### src/rtl/conv_pkg.sv
// Shared types, defaults and index helpers for the convolution window buffer.
package conv_pkg;

    typedef enum logic [1:0] {
        EMPTY   = 2'd0,
        FILLING = 2'd1,
        FULL    = 2'd2
    } state_t;

    localparam int ROW_DEF    = 4;
    localparam int COL_DEF    = 16;
    localparam int LANE_DEF   = 4;
    localparam int DATA_W_DEF = 8;

    function automatic int safe_clog2(input int n);
        return (n <= 2) ? 1 : $clog2(n);
    endfunction

    // One conditional subtract; callers keep v below 2*cols.
    function automatic int wrap_col(input int v, input int cols);
        return (v >= cols) ? v - cols : v;
    endfunction

endpackage

### src/rtl/conv_window_buffer_mux.sv
// Combinational ROWS x WIN gather ending at column i_idx, wrapping mod COLS.
module window_mux import conv_pkg::*; #(
    parameter int ROWS   = 4,
    parameter int COLS   = 16,
    parameter int DATA_W = 8,
    parameter int WIN    = 4,
    parameter int CI     = 4
) (
    input  logic [DATA_W-1:0]          i_rows [ROWS][COLS],
    input  logic [CI-1:0]              i_idx,
    output logic [ROWS*WIN*DATA_W-1:0] o_window
);

    always_comb begin
        int w_base;
        logic [CI-1:0] w_col;
        o_window = '0;
        w_col    = '0;
        w_base   = wrap_col(int'(i_idx), COLS);
        for (int r = 0; r < ROWS; r++) begin
            for (int j = 0; j < WIN; j++) begin
                w_col = CI'(wrap_col(w_base + COLS - (WIN - 1) + j, COLS));
                o_window[((ROWS-1-r)*WIN + (WIN-1-j))*DATA_W +: DATA_W] =
                    i_rows[r][w_col];
            end
        end
    end

endmodule

### src/rtl/conv_window_buffer.sv
// Row-major byte store with fill tracking and registered sliding-window reads.
module conv_window_buffer import conv_pkg::*; #(
    parameter  int ROWS   = ROW_DEF,
    parameter  int COLS   = COL_DEF,
    parameter  int DATA_W = DATA_W_DEF,
    parameter  int LANES  = LANE_DEF,
    parameter  int WIN    = 4,
    localparam int RW     = safe_clog2(ROWS),
    localparam int CI     = safe_clog2(COLS),
    localparam int WPR    = COLS / LANES,
    localparam int WW     = safe_clog2(WPR),
    localparam int NWORDS = ROWS * WPR
) (
    input  logic                       clk,
    input  logic                       rst,
    input  logic                       clear,
    input  logic                       wr_en,
    input  logic [RW-1:0]              wr_row,
    input  logic [WW-1:0]              wr_col,
    input  logic [LANES*DATA_W-1:0]    wr_data,
    input  logic                       rd_req,
    input  logic [CI-1:0]              rd_idx,
    output logic                       rd_ready,
    output logic                       rd_valid,
    output logic [ROWS*WIN*DATA_W-1:0] rd_data,
    output logic                       full,
    output logic                       rd_err
);

    logic [DATA_W-1:0]          r_mem [ROWS][COLS];
    logic [NWORDS-1:0]          r_bitmap;
    logic [NWORDS-1:0]          w_bitmap_next;
    state_t                     r_state;
    state_t                     w_state_next;
    logic                       w_wr_ok;
    logic                       w_all_set;
    logic                       w_rd_fire;
    logic [ROWS*WIN*DATA_W-1:0] w_window;
    logic [ROWS*WIN*DATA_W-1:0] r_rd_data;
    logic                       r_rd_valid;
    logic                       r_rd_err;

    // Rows and word-columns past the array are dropped, as is anything under clear.
    assign w_wr_ok = wr_en && !clear
                   && (int'(wr_row) < ROWS)
                   && (int'(wr_col) < WPR);

    assign w_rd_fire = rd_req && (r_state == FULL);

    always_comb begin
        w_bitmap_next = clear ? '0 : r_bitmap;
        for (int r = 0; r < ROWS; r++) begin
            for (int w = 0; w < WPR; w++) begin
                if (w_wr_ok && wr_row == RW'(r) && wr_col == WW'(w))
                    w_bitmap_next[r*WPR + w] = 1'b1;
            end
        end
    end

    assign w_all_set = &w_bitmap_next;

    always_ff @(posedge clk or posedge rst) begin
        if (rst) begin
            r_state  <= EMPTY;
            r_bitmap <= '0;
        end else begin
            r_state  <= w_state_next;
            r_bitmap <= w_bitmap_next;
        end
    end

    always_comb begin
        w_state_next = r_state;
        if (clear) begin
            w_state_next = EMPTY;
        end else begin
            unique case (1'b1)
                (r_state == EMPTY): begin
                    if (w_wr_ok)
                        w_state_next = w_all_set ? FULL : FILLING;
                end
                (r_state == FILLING): begin
                    if (w_all_set)
                        w_state_next = FULL;
                end
                default: w_state_next = r_state;
            endcase
        end
    end

    always_comb begin
        rd_ready = (r_state == FULL);
        full     = (r_state == FULL);
    end

    always_ff @(posedge clk or posedge rst) begin
        if (rst) begin
            for (int r = 0; r < ROWS; r++)
                for (int c = 0; c < COLS; c++)
                    r_mem[r][c] <= '0;
        end else begin
            for (int r = 0; r < ROWS; r++) begin
                for (int w = 0; w < WPR; w++) begin
                    if (w_wr_ok && wr_row == RW'(r) && wr_col == WW'(w)) begin
                        for (int k = 0; k < LANES; k++)
                            r_mem[r][w*LANES + k] <=
                                wr_data[(LANES-1-k)*DATA_W +: DATA_W];
                    end
                end
            end
        end
    end

    window_mux #(
        .ROWS   (ROWS),
        .COLS   (COLS),
        .DATA_W (DATA_W),
        .WIN    (WIN),
        .CI     (CI)
    ) u_mux (
        .i_rows   (r_mem),
        .i_idx    (rd_idx),
        .o_window (w_window)
    );

    // Window is sampled from pre-write contents, so same-cycle writes read old data.
    always_ff @(posedge clk or posedge rst) begin
        if (rst) begin
            r_rd_valid <= 1'b0;
            r_rd_err   <= 1'b0;
            r_rd_data  <= '0;
        end else begin
            r_rd_valid <= w_rd_fire;
            r_rd_err   <= rd_req && (r_state != FULL);
            if (w_rd_fire)
                r_rd_data <= w_window;
        end
    end

    assign rd_valid = r_rd_valid;
    assign rd_err   = r_rd_err;
    assign rd_data  = r_rd_data;

endmodule

### config.mk
export PLATFORM = sky130hd
export DESIGN_NAME = conv_window_buffer
export DESIGN_NICKNAME = d
export VERILOG_FILES = /design/src/rtl/conv_pkg.sv /design/src/rtl/conv_window_buffer_mux.sv /design/src/rtl/conv_window_buffer.sv
export SDC_FILE = /design/constraint.sdc
export NUM_CORES = 2
export LEC_CHECK = 0
export BUFFER_PORTS_ARGS = -buffer_cell sky130_fd_sc_hd__clkbuf_2
export CAP_MARGIN = 0
export CORE_ASPECT_RATIO = 2
export CORE_MARGIN = 2
export CORE_UTILIZATION = 40
export DETAILED_ROUTE_END_ITERATION = 10
export GPL_TIMING_DRIVEN = 0
export PLACE_DENSITY = 0.65
export SKIP_CTS_REPAIR_TIMING = 1
export SYNTH_ARGS = -nofsm -noshare
export SYNTH_HDL_FRONTEND = slang
export SYNTH_SLANG_ARGS = --single-unit
### constraint.sdc
create_clock -name clk -period 21.6 [get_ports clk]
set_clock_uncertainty 0.05 [all_clocks]
set_input_delay 3.24 -clock clk [delete_from_list [all_inputs] [get_ports clk]]
set_output_delay 3.24 -clock clk [all_outputs]
set_load 0.005 [all_outputs]
==> metrics.cfg <==
[timing]
whs_ns=0.418
finalCritPeriodShare_pct=57.8
setup-tns-final_ns=0
relSlewSlack_pct=-15.9
slew_viol_final=142
finalHoldViolations=0
rsz0062_at_grt=no
fmax_mhz=80.1
tightest_slew_ns=1.74
period_minus_slack_ns=12.49
finalWorstSetupSlack_ns=9.11
setup_violations=0

[setup_path]
cpMaxStageDelayCell=clkbuf_1
critical_path_peak_fanout=12
critPathArrivalTime_ns=13.06
crit_chain=clkbuf_2 > buf_2 > inv_2 > clkbuf_2 > clkbuf_1 > ha_1 > buf_2 > buf_4 > inv_1 > clkbuf_2 > clkbuf_2 > ha_1 > buf_2 > xnor2_1 > o21ai_1 > xnor2_1 > clkbuf_2 > clkbuf_1 > a31oi_1 > o211ai_1
crit-reg2reg-launch=r_state[0]$_DFFE_PP0P_
crit-reg2reg-capture=rd_data[43]$_DFFE_PP0P_
end_kind=flop
rrSetupSlack_ns=17.44
crit_type=primary input to flop
worst-path-buf-inv=13
cp.required_ns=22.17
cpPeakStageDelay_ns=1.14
reg2reg_depth=8
startpoint_type=primary input
crit_family=buffers and inverters
crit_top_cell=clkbuf_2

[global_routing]
use_met2_pct=73.4
busiest_layer=met2
grt_max_degree=44
grt_use_met1_pct=50.0
grt_pass1_wl_mm=339
grt_use_total_pct=49.0
use_met3_pct=19.6
grt-ovfl-total=0
antenna_found_initial=44
grt_pass1_vias=36600

[die]
die_h_um=456
dieArea_sq_um=105000
die_w_um=230
initial_core_util_pct=40.2
core_sq_um=102000
placementRows=166
io_pins=177

[finish]
fin_nets=3574
fillers=9497
final_common_cell=dfrtp_1
drive_above_1_share_pct=39.8
syn2layout_area_growth_pct=13.5
mostFrequentLayoutCells=dfrtp_1, mux2_2, mux4_2

[detailed_routing]
drt-initial-drc-count=5974
ant_nets=0
drc=0
wl_per_cell_um=51.9
vias=37300
detailedRoute.firstPassIterationCount=8
viasPerCell=7.53
totalWireLength_mm=257

[clock_tree]
clk_latency_ns=0.73
htreeDepth=3
cts_max_path_buffers=3
cts_root_buf=clkbuf_16
cts.sinks=660
cts_tree=done
clkSlewWorstSetupHoldPaths_ns=0.06
cts_buffers=70

[placed_design]
portBuffers=175
gp_congestion=1.07
dp_hpwl_mm=181
pre_cts_slack_ns=8.20

[worst_hold_path]
hp-start=rd_data[58]$_DFFE_PP0P_
holdPathEnd=rd_data[58]$_DFFE_PP0P_
holdPathStages=2
worstHoldPathType=flop to flop

[job]
cap_violations=13

[synthesis]
synth_top_area_share_pct=40.3
yosysWarnings=0
ys_ff_latch=660
synth_area_sq_um=40900
synth_cell_types=67
synth_area_leaders=dfrtp_1, mux4_2, mux2_2
synth-seq-area-share_pct=40.3
synthCells=3252
synth_nets=3302
synth_top_area_cell=dfrtp_1
ys_async_sr_fraction_pct=100
avgSynthCellArea_sq_um=12.6
ys.flop_type=dfrtp_1
synth_edf_count=0

[status]
status=finished with violations
violations=max-capacitance violations, max-slew violations

[power]
ir_drop_mv=0.0653
cellPowerDensity_nw_per_um2=95.2
p_leak_uw=0.0202

## cell type report
type                    instances  area [sq um]  share of cell area [%]
clock buffers                  91          1960                    4.22
repair buffers                200          1330                    2.87
plain buffers                 326          1510                    3.24
flip-flops and latches        660         16500                    35.5
inverters                      18          71.3                   0.153
diodes                         33          82.6                   0.178
well taps                    1344          1680                    3.62
clock inverters                32           417                   0.896
multi-input cells            2248         22900                    49.3
## state kept, by name, indices dropped and copies added (netlist names)
name      cells
r_mem       512
rd_err        1
rd_valid      1
r_bitmap     16
r_state       2
rd_data     128
## synth_stat cells (35+ instances only)
library cell  instances
mux4_2              356
o21ai_0              70
a211oi_1             35
nor2_1               76
dfrtp_1             660
buf_2                88
o22ai_1              62
a21oi_1             103
mux2i_1             239
a31oi_1              63
mux2_2              561
nand2_1             323
clkbuf_1            198
o211ai_1             55
## worst max path at each step
stage,from,endpoint,slack (ns),depth (start not counted)
floorplan,rst,r_bitmap[0]$_DFF_PP0_,9.29,1
global placement,rst,rd_data[121]$_DFFE_PP0P_,4.79,2
detailed placement,rd_idx[0],rd_data[55]$_DFFE_PP0P_,8.20,20
CTS,rd_idx[0],rd_data[87]$_DFFE_PP0P_,8.91,20
global route,rd_idx[0],rd_data[21]$_DFFE_PP0P_,9.67,20
finish,rd_idx[0],rd_data[22]$_DFFE_PP0P_,9.11,20
## where the power goes
part | leakage [uW] | switching, uW | internal, uW
registers | 0.00861 | 299 | 1420
logic | 0.0105 | 771 | 602
clock network | 0.00115 | 601 | 731
total | 0.0202 | 1670 | 2760
## worst register-to-register path: cells and delay by family (launching register included)
| family | cells | cell delay (ns) |
|---|---|---|
| simple gates | 4 | 2.14 |
| buf+inv | 2 | 1.24 |
| flops | 1 | 0.40 |
| compound gates | 2 | 0.23 |
## through the flow
step / cell area (sq um) / cells / total power (uW) / utilization [%]
final: 46500 / 4952 / 4430 / 45.6
after global routing: 46400 / 4927 / 4470 / 45.5
after CTS: 46300 / 4917 / 4320 / 45.4
after detailed placement: 44000 / 4794 / 3010 / 43.1
after global placement: 43500 / 4771 / 2980 / 42.7
after floorplan: 40900 / 3252 / 2430 / -
## cell families after synthesis
| family | after synthesis | synth area share (%) |
|---|---|---|
| xor gates and xnor gates | 11 | 0.425 |
| buffers and inverters | 344 | 3.72 |
| adders and majority gates | 5 | 0.153 |
| DFF | 660 | 40.3 |
| muxes | 1156 | 40.9 |
| AOI/OAI and AO/OA | 522 | 8.47 |
| and+or+nand+nor | 554 | 6.04 |
## routing by layer
layer,vias to the layer above,wire (um),part of all wire (%)
met5,-,250,0.097
met4,32,33900,13
met3,1586,29100,11
met2,3641,115000,45
met1,18900,78900,31
li1,13200,-,-
No activity file was read; power rests on OpenSTA's default activity.
